### src/rtl/control_sequencer_pkg.sv
// Shared definitions for the control sequencer: instruction field layout,
// opcode values, the sequencer state type and an opcode classifier.
package control_sequencer_pkg;

  // Instruction field widths and bit positions inside IR.
  localparam int OPW    = 5;
  localparam int RFW    = 4;
  localparam int NREG   = 1 << RFW;
  localparam int OP_MSB = 31;
  localparam int OP_LSB = 27;
  localparam int RA_MSB = 26;
  localparam int RA_LSB = 23;
  localparam int RB_MSB = 22;
  localparam int RB_LSB = 19;
  localparam int RC_MSB = 18;
  localparam int RC_LSB = 15;

  typedef logic [OPW-1:0] opcode_t;
  typedef logic [RFW-1:0] reg_field_t;

  // Opcode map.
  localparam opcode_t OPC_ADD  = 5'b00011;
  localparam opcode_t OPC_SUB  = 5'b00100;
  localparam opcode_t OPC_SHR  = 5'b00101;
  localparam opcode_t OPC_SHRA = 5'b00110;
  localparam opcode_t OPC_SHL  = 5'b00111;
  localparam opcode_t OPC_AND  = 5'b01000;
  localparam opcode_t OPC_OR   = 5'b01001;
  localparam opcode_t OPC_ROR  = 5'b01010;
  localparam opcode_t OPC_ROL  = 5'b01011;
  localparam opcode_t OPC_MUL  = 5'b01111;
  localparam opcode_t OPC_DIV  = 5'b10000;
  localparam opcode_t OPC_NEG  = 5'b10001;
  localparam opcode_t OPC_NOT  = 5'b10010;
  localparam opcode_t OPC_NOP  = 5'b11010;
  localparam opcode_t OPC_HALT = 5'b11011;

  // Sequencer states: fetch T0-T2, execute T3-T6.
  typedef enum logic [3:0] {
    RESET_ST,
    T0,
    T1,
    T2,
    T3,
    T4,
    T5,
    T6,
    HALT
  } state_t;

  // How an opcode is executed after fetch.
  typedef enum logic [2:0] {
    CL_ALU,     // two-source ALU op, result to Ra
    CL_UNARY,   // one-source op (neg/not), result to Ra
    CL_MULDIV,  // 64-bit result into HI/LO
    CL_NOP,     // nop and every unassigned opcode
    CL_HALT
  } op_class_t;

  function automatic op_class_t classify(input opcode_t opc);
    op_class_t cls;
    case (opc)
      OPC_ADD, OPC_SUB, OPC_SHR, OPC_SHRA, OPC_SHL,
      OPC_AND, OPC_OR, OPC_ROR, OPC_ROL:         cls = CL_ALU;
      OPC_NEG, OPC_NOT:                          cls = CL_UNARY;
      OPC_MUL, OPC_DIV:                          cls = CL_MULDIV;
      OPC_HALT:                                  cls = CL_HALT;
      default:                                   cls = CL_NOP;
    endcase
    return cls;
  endfunction

endpackage

### src/rtl/control_sequencer_reg_select_decoder.sv
// Register-file select decoder: one-hot from a register field, all zero
// when disabled. Used once for the load enables and once for the bus drives.
module reg_select_decoder
  import control_sequencer_pkg::*;
(
  input  logic [RFW-1:0]  field,
  input  logic            enable,
  output logic [NREG-1:0] sel
);

  // One-hot decode gated by enable.
  always_comb begin
    // NOTE: assigning a default before any conditional write keeps this purely combinational (no latch).
    sel = '0;
    if (enable) begin
      sel[field] = 1'b1;
    end
  end

endmodule

### src/rtl/control_sequencer.sv
// Hard-wired Moore control unit for the datapath. Fetch runs T0-T2, execute
// runs T3-T6 depending on the instruction class decoded from IR. Outputs are
// decoded from the state register (and the IR held by the datapath).
module control_sequencer
  import control_sequencer_pkg::*;
(
  input  logic           Clock,
  input  logic           Clear,
  input  logic [31:0]    IR,
  input  logic           Stop,
  output logic           Run,
  output logic           R0in,
  output logic           R1in,
  output logic           R2in,
  output logic           R3in,
  output logic           R4in,
  output logic           R5in,
  output logic           R6in,
  output logic           R7in,
  output logic           R8in,
  output logic           R9in,
  output logic           R10in,
  output logic           R11in,
  output logic           R12in,
  output logic           R13in,
  output logic           R14in,
  output logic           R15in,
  output logic           R0out,
  output logic           R1out,
  output logic           R2out,
  output logic           R3out,
  output logic           R4out,
  output logic           R5out,
  output logic           R6out,
  output logic           R7out,
  output logic           R8out,
  output logic           R9out,
  output logic           R10out,
  output logic           R11out,
  output logic           R12out,
  output logic           R13out,
  output logic           R14out,
  output logic           R15out,
  output logic           PCin,
  output logic           IRin,
  output logic           HIin,
  output logic           LOin,
  output logic           ZHighin,
  output logic           ZLowin,
  output logic           MARin,
  output logic           MDRin,
  output logic           OutPort,
  output logic           Cin,
  output logic           Yin,
  output logic           PCout,
  output logic           HIout,
  output logic           LOout,
  output logic           ZHighout,
  output logic           ZLowout,
  output logic           InPort,
  output logic           MDRout,
  output logic           MARout,
  output logic           Cout,
  output logic           Read,
  output logic           IncPC,
  output logic [OPW-1:0] OP
);

  state_t     state;
  state_t     state_next;
  opcode_t    opcode;
  reg_field_t ra;
  reg_field_t rb;
  reg_field_t rc;
  op_class_t  op_class;
  logic       is_muldiv;
  logic       rin_en;
  logic       rout_en;
  reg_field_t rout_field;
  logic [NREG-1:0] rin_sel;
  logic [NREG-1:0] rout_sel;
  logic       unused_ir_bits;

  // Instruction fields; the low IR bits carry no information for these formats.
  assign opcode         = IR[OP_MSB:OP_LSB];
  assign ra             = IR[RA_MSB:RA_LSB];
  assign rb             = IR[RB_MSB:RB_LSB];
  assign rc             = IR[RC_MSB:RC_LSB];
  assign op_class       = classify(opcode);
  assign is_muldiv      = (op_class == CL_MULDIV);
  assign unused_ir_bits = ^IR[RC_LSB-1:0];

  // State register; Clear forces RESET_ST at once so all outputs drop without a clock.
  always_ff @(posedge Clock or negedge Clear) begin
    if (!Clear) begin
      state <= RESET_ST;
    end else begin
      // NOTE: sequential state uses non-blocking assignment so every flop samples pre-edge values.
      state <= state_next;
    end
  end

  // Next-state logic; Stop matters only on the edge that ends an instruction.
  always_comb begin
    state_next = state;
    case (state)
      RESET_ST: state_next = T0;
      T0:       state_next = T1;
      T1:       state_next = T2;
      T2: begin
        case (op_class)
          CL_ALU, CL_UNARY, CL_MULDIV: state_next = T3;
          CL_HALT:                     state_next = HALT;
          default:                     state_next = Stop ? HALT : T0;
        endcase
      end
      T3:       state_next = T4;
      T4:       state_next = T5;
      T5:       state_next = is_muldiv ? T6 : (Stop ? HALT : T0);
      T6:       state_next = Stop ? HALT : T0;
      HALT:     state_next = HALT;
      default:  state_next = RESET_ST;
    endcase
  end

  // Moore output decode: every strobe is a function of the current state.
  always_comb begin
    PCin       = 1'b0;
    IRin       = 1'b0;
    HIin       = 1'b0;
    LOin       = 1'b0;
    ZHighin    = 1'b0;
    ZLowin     = 1'b0;
    MARin      = 1'b0;
    MDRin      = 1'b0;
    Yin        = 1'b0;
    PCout      = 1'b0;
    HIout      = 1'b0;
    LOout      = 1'b0;
    ZHighout   = 1'b0;
    ZLowout    = 1'b0;
    MDRout     = 1'b0;
    Read       = 1'b0;
    IncPC      = 1'b0;
    OP         = '0;
    rin_en     = 1'b0;
    rout_en    = 1'b0;
    rout_field = rb;
    case (state)
      T0: begin
        PCout = 1'b1;
        MARin = 1'b1;
        IncPC = 1'b1;
      end
      T1: begin
        PCin  = 1'b1;
        Read  = 1'b1;
        MDRin = 1'b1;
      end
      T2: begin
        MDRout = 1'b1;
        IRin   = 1'b1;
      end
      T3: begin
        rout_en    = 1'b1;
        rout_field = rb;
        Yin        = 1'b1;
      end
      T4: begin
        rout_en    = 1'b1;
        rout_field = (op_class == CL_UNARY) ? rb : rc;
        ZLowin     = 1'b1;
        ZHighin    = is_muldiv;
        OP         = opcode;
      end
      T5: begin
        ZLowout = 1'b1;
        if (is_muldiv) begin
          LOin = 1'b1;
        end else begin
          rin_en = 1'b1;
        end
      end
      T6: begin
        ZHighout = 1'b1;
        HIin     = 1'b1;
      end
      default: ;
    endcase
  end

  assign Run     = (state != RESET_ST) && (state != HALT);
  assign OutPort = 1'b0;
  assign InPort  = 1'b0;
  assign MARout  = 1'b0;
  assign Cin     = 1'b0;
  assign Cout    = 1'b0;

  reg_select_decoder u_rin_dec (
    .field  (ra),
    .enable (rin_en),
    .sel    (rin_sel)
  );

  reg_select_decoder u_rout_dec (
    .field  (rout_field),
    .enable (rout_en),
    .sel    (rout_sel)
  );

  assign {R15in, R14in, R13in, R12in, R11in, R10in, R9in, R8in,
          R7in,  R6in,  R5in,  R4in,  R3in,  R2in,  R1in, R0in} = rin_sel;
  assign {R15out, R14out, R13out, R12out, R11out, R10out, R9out, R8out,
          R7out,  R6out,  R5out,  R4out,  R3out,  R2out,  R1out, R0out} = rout_sel;

endmodule
### config.mk
export PLATFORM = sky130hd
export DESIGN_NAME = control_sequencer
export DESIGN_NICKNAME = d
export VERILOG_FILES = /design/src/rtl/control_sequencer_pkg.sv /design/src/rtl/control_sequencer_reg_select_decoder.sv /design/src/rtl/control_sequencer.sv
export SDC_FILE = /design/constraint.sdc
export NUM_CORES = 1
export LEC_CHECK = 0
export ABC_AREA = 1
export BUFFER_PORTS_ARGS = -buffer_cell sky130_fd_sc_hd__buf_4
export CORE_AREA = 2 2 58 60
export DETAILED_ROUTE_END_ITERATION = 8
export DIE_AREA = 0 0 60 62
export PLACE_DENSITY_LB_ADDON = 0.1
export SYNTH_ARGS = -nofsm -noshare
export SYNTH_HDL_FRONTEND = slang
export SYNTH_SLANG_ARGS = --single-unit
### constraint.sdc
create_clock -name Clock -period 1.2 [get_ports Clock]
set_input_delay 0.06 -clock Clock [delete_from_list [all_inputs] [get_ports Clock]]
set_output_delay 0.06 -clock Clock [all_outputs]
set_load 0.05 [all_outputs]
* Word-level counts from Yosys, hierarchy flattened
Memories as Yosys holds them, arrays and structs flattened.
Index checks and enable logic that the tools add are counted.
** Storage, ports and cells
- Memories kept :: 1
- Bits in registers :: 4
- Output and inout port bits :: 60
- Input port bits :: 35
- Memory bits (read-only) :: 96
- Logic and storage cells :: 52
** Memory list
- (name not given) :: depth 32, bits a word 3, rd ports 1, clocked after memory_dff 0, wr ports 0, RTL line control_sequencer_pkg.sv:62 : case (opc)
** Cells by class
- Reduce and logical (&&, ||, !) cells :: 8
- Muxes and demuxes :: 26
- Order comparisons :: 4
- Equal/unequal tests :: 12
** Operators by type and width (number)
- case mux 4 bit (9 select lines) :: 1
- two-way mux 16 bit :: 2
- equality test 4 x 3 -> 1 bit (second input constant) :: 4
- two-way mux 4 bit :: 4
- two-way mux 1 bit :: 15
- less-than comparator 4 x 5 -> 1 bit (second input constant) :: 2
- demux 1 bit (select 4 bit) :: 2
- equality test 4 x 2 -> 1 bit (second input constant) :: 2
- greater-or-equal comparator 4 x 1 -> 1 bit (second input constant) :: 2
- case mux 4 bit (2 select lines) :: 1
- two-way mux 5 bit :: 1
- equality test 4 x 1 -> 1 bit (second input constant) :: 1
- equality test 4 bit (second input constant) :: 1
- logical NOT 4 bit :: 1
- inequality test 4 bit (second input constant) :: 1
- nonzero test 4 bit :: 1
- equality test 3 x 1 -> 1 bit (second input constant) :: 1
- equality test 3 x 2 -> 1 bit (second input constant) :: 1
- equality test 3 bit (second input constant) :: 1
- logical AND 1 bit :: 3
- logical NOT 3 bit :: 1
- OR reduction 3 bit :: 1
- OR reduction 2 bit :: 1

* Depth between registers and ports, before layout
An unclocked memory read counts as a cell.
- Depth after elaboration :: 9
- Gate-level depth with buffers :: 13
- Gate-level depth less buffers :: 13

* By module
Synthesis repeated with hierarchy kept, for this count alone.
** Second synthesis, totals
- Cells, all modules :: 192
- Area, all modules :: 1014.7 µm²
** Modules (own cells, without submodules)
- control_sequencer :: area an instance 748.2 µm², cells each 127, times used 1
- reg_select_decoder (u_rin_dec) :: area an instance 140.1 µm², cells each 33, times used 1
- reg_select_decoder (u_rout_dec) :: area an instance 126.4 µm², cells each 32, times used 1

* Worst setup path after synthesis
No wires, ideal clock.
- Path type :: register -> output
- Start :: register state[3]
- End :: output R0in
- Path buffers :: 0
- Required time :: 1.140 ns
- Cell stages (with the launch flop) :: 8
- Setup slack :: -1.299 ns
- Data arrival time :: 2.439 ns
- Cell sequence :: dfrtp_1 nor2_2 inv_1 nor3_2 inv_1 a21oi_2 nand3_1 nor2_1
** On the way
- Word-level cells in the longest chain between the ends :: 3
** RTL lines
- start, declared :: RTL line control_sequencer.sv:69 : state_t state;
- start signal, assigned :: RTL line control_sequencer.sv:99 : state <= state_next;
- equality test 4 x 3 -> 1 bit :: RTL line control_sequencer.sv:149 : case (state)
- two-way mux 1 bit :: RTL line control_sequencer.sv:149
- two-way mux 16 bit :: RTL line control_sequencer_reg_select_decoder.sv:15 : if (enable) begin
- end, declared :: RTL line control_sequencer.sv:12 : output logic R0in,
Every way passes these cells.

* Worst setup path after layout
- Start :: register state[2]
- End :: output R8out
** On the way
- Word-level cells in the longest chain between the ends :: 7
- Elaborated cells between the ends (all ways) :: 11
** RTL lines
- equality test 4 x 3 -> 1 bit :: RTL line control_sequencer.sv:149
- two-way mux 4 bit :: RTL line control_sequencer.sv:149
- less-than comparator 4 x 5 -> 1 bit (not written as such) / greater-or-equal comparator 4 x 1 -> 1 bit (equally long branches) :: RTL line control_sequencer_reg_select_decoder.sv:16 : sel[field] = 1'b1;
- logical AND 1 bit (not written as such) :: RTL line control_sequencer_reg_select_decoder.sv:16
- two-way mux 1 bit (not written as such) :: RTL line control_sequencer_reg_select_decoder.sv:16
- demux 1 bit (select 4 bit)
- two-way mux 16 bit * :: RTL line control_sequencer_reg_select_decoder.sv:15
- end, declared :: RTL line control_sequencer.sv:36 : output logic R8out,
Every way passes the cells marked *; elsewhere a longest branch is shown, timed or not.

==> impl_metrics.py <==
metrics = {
    "global_routing": {
        "groute.usage.overall": 0.206,
        "grt_remaining_overflow": 0,
        "grt_pass1_wl_mm": 5.91,
        "grt_start_max_net_pins": 9,
        "first_global_vias": 1375,
        "global_route.usage.met3": 0.0435,
        "antenna_found_initial": 0,
        "global_route.usage.met2": 0.384,
        "met1_usage": 0.230,
        "globalRoute.busiestLayer": "met2",
    },
    "timing": {
        "timing.fmax_mhz": 534,
        "timing.final.ws_setup_ps": -673,
        "hold_viol_final": 0,
        "setup-violations-final": 57,
        "final.period_utilization": 1.56,
        "final_period_minus_worst_setup_slack_ps": 1870,
        "grt_setup_unrepaired": "yes",
        "timing_max_transition_violations_final": 0,
        "fin_worst_skew_ps": 3.92,
    },
    "layout": {
        "largest-register": "state",
        "final_net_count": 313,
        "largest_register_ffs": 4,
        "finalCoreUtilization": 0.846,
        "final_layout_size_suffix_gt1_frac": 0.736,
        "antenna_cells": 0,
        "registers_with_the_most_flip_flops": "state: 4 flops",
        "syn_to_final_growth_pct": 183,
    },
    "detailed_routing": {
        "vias": 1463,
        "routedWlPerCell_um": 12.1,
        "remaining_drc_errors": 0,
        "via_per_inst": 4.59,
        "initialDrtViolationCount": 22,
        "route.antenna.remaining_nets": 0,
        "wirelength_mm": 3.85,
        "dr.pass1.iters": 4,
    },
    "critical_path": {
        "cp-end-kind": "output pin",
        "critical_path_required_ps": 1140,
        "worst-setup-path-type": "flop to output pin",
        "worst-path-max-fanout": 8,
        "timing.critical_path.arrival_ps": 1810,
        "startpoint_type": "flop",
    },
    "yosys": {
        "synth_top_area_share": 0.166,
        "synth-seq-area-share": 0.105,
        "synthCells": 171,
        "synthFlopType": "sky130_fd_sc_hd__dfrtp_1",
        "fraction_of_registers_with_async_set_reset": 1.00,
        "postSynthAreaPerCell_um2": 5.55,
        "synth_edf_count": 0,
        "synthesis.yosys.warnings": 0,
        "synth.lib_cells_used.distinct": 24,
        "yosys.area.top_type": "sky130_fd_sc_hd__nor2_1",
        "synth.cell_area_um2": 950,
        "netlist_top_cells_area": "sky130_fd_sc_hd__nor2_1 (17%), sky130_fd_sc_hd__nand3_1 (12%), sky130_fd_sc_hd__nand2_1 (11%)",
        "total_of_flip_flops_plus_latches_after_synthesis": 4,
    },
    "die": {
        "y_dimension_of_the_die_um": 62,
        "floorplan.die_area_um2": 3720,
        "starting_density": 0.299,
        "core.rowCount": 21,
        "die_x_um": 60,
        "io-pin-count": 95,
        "coreArea_um2": 3180,
    },
    "clocking": {
        "cts.clk_slew.worst_paths_ps": 40,
        "cts_inserted_buffers": 3,
        "insertion_delay_ps": 230,
        "cts_tree": "built",
        "cts_max_path_buffers": 2,
        "clock_sinks": 4,
        "htree_levels": 1,
        "root_buffer": "sky130_fd_sc_hd__clkbuf_4",
    },
    "power_and_ir_drop": {
        "vdd_ir_drop_max_uv": 608,
        "power_density_nw_per_um2": 1430,
        "power_leakage_uw": 0.00114,
    },
    "outcome": {
        "outcome": "finished with violations",
        "violated_checks": "setup timing",
    },
    "placed_design": {
        "routabilityCongestion": 0.802,
        "placement.setup.worst_slack_ps": -608,
        "port-buffer-count": 72,
        "dpl.hpwl_mm": 2.65,
    },
    "min_path": {
        "worst_hold_path_type": "primary input to flop",
    },
    "flow_run": {
        "drv_cap": 0,
    },
}
path summary, 6_finish.rpt:
path,end,cells after the start,slack (ps),start
max,R8out,9,-670,state[2]
min,state[3],3,90,Stop
max reg2reg,state[3],6,-300,state[3]
min reg2reg,state[3],3,710,state[3]
max in group asynchronous,state[0],2,910,Clear
min in group asynchronous,state[1],2,180,Clear
cell families after synthesis:
family                   share of synthesized area
adder cells (fa/ha/maj)                     0.0395
buffers and inverters                        0.206
AO/OA/AOI/OAI                               0.0553
flip-flops                                   0.105
other                                      0.00395
AND/OR/NAND/NOR                              0.590
placed cells by master, fill, tap and decap left out, types with 3 or more instances in the layout:
cell,count
sky130_fd_sc_hd__buf_4,43
sky130_fd_sc_hd__nor2_4,41
sky130_fd_sc_hd__buf_6,34
sky130_fd_sc_hd__buf_8,27
sky130_fd_sc_hd__nand2_1,21
sky130_fd_sc_hd__inv_1,15
sky130_fd_sc_hd__nand3_1,13
sky130_fd_sc_hd__nand3_4,8
sky130_fd_sc_hd__inv_2,7
sky130_fd_sc_hd__nand2_2,7
sky130_fd_sc_hd__conb_1,7
sky130_fd_sc_hd__nand2_4,5
sky130_fd_sc_hd__nand2_8,5
sky130_fd_sc_hd__nor3_4,4
sky130_fd_sc_hd__nand4_1,4
sky130_fd_sc_hd__a21oi_1,3
sky130_fd_sc_hd__ha_1,3
sky130_fd_sc_hd__clkbuf_4,3
sky130_fd_sc_hd__dfrtp_1,3
where the power goes:
| part | switching [uW] | leakage [uW] | internal, uW |
|---|---|---|---|
| logic | 2110 | 0.00108 | 1300 |
| clock network | 54.6 | 0.0000138 | 112 |
| registers | 79.3 | 0.0000499 | 199 |
repair_timing:
item,4_1_cts,5_1_grt
resized for setup,93,47
hold endpoints to repair,4,0
pin swaps,35,15
hold buffers,1,0
endpoints found under the setup margin,57,57
buffers inserted,32,9
layout make-up:
type / count / area (um2)
Clock buffer: 3 / 22.5
Fill cell: 174 / 489
Inverter: 26 / 120
Multi-Input combinational cell: 134 / 1250
Sequential cell: 4 / 101
Tap cell: 46 / 57.6
Timing Repair Buffer: 106 / 1140
synth_stat cells, types with 2 or more instances:
master and n:
sky130_fd_sc_hd__o21ai_0 2, sky130_fd_sc_hd__nand4_1 4, sky130_fd_sc_hd__ha_1 3, sky130_fd_sc_hd__nor2_1 42
sky130_fd_sc_hd__nand2_8 2, sky130_fd_sc_hd__buf_4 13, sky130_fd_sc_hd__nand2_1 29, sky130_fd_sc_hd__dfrtp_1 4
sky130_fd_sc_hd__nand3_1 23, sky130_fd_sc_hd__inv_1 23, sky130_fd_sc_hd__nor3_1 3, sky130_fd_sc_hd__inv_2 3
sky130_fd_sc_hd__nand2_2 6, sky130_fd_sc_hd__a21oi_1 4
per-layer routing:
layer / routed length, um / share of wire
met1: 1410 / 0.37
met2: 2220 / 0.58
met4: 46 / 0.012
met5: 0 / 0
met3: 176 / 0.046
critical path, cell delays in order (launching register included):
cell                      delay [ps]
sky130_fd_sc_hd__dfrtp_1         350
sky130_fd_sc_hd__inv_2            60
sky130_fd_sc_hd__nor2_4          160
sky130_fd_sc_hd__nand2_4          90
sky130_fd_sc_hd__nor2_8          180
sky130_fd_sc_hd__nand2_8         110
sky130_fd_sc_hd__o21ai_4         200
sky130_fd_sc_hd__nand2_4         130
sky130_fd_sc_hd__nor2_4          120
sky130_fd_sc_hd__buf_6           160
stage by stage:
stage | hold slack (ps) | power, uW | instances | area, um2 | setup TNS [ps]
after floorplan | -236 | 2210 | 177 | 1370 | -31510
after global placement | -144 | 2820 | 303 | 2030 | -21590
after detailed placement | -144 | 2830 | 303 | 2030 | -22920
after CTS | 77.5 | 3510 | 319 | 2520 | -29250
after global routing | 85.0 | 4060 | 319 | 2690 | -33240
final | 88.8 | 3850 | 319 | 2690 | -27940
Power figures use the tool's default switching activity.
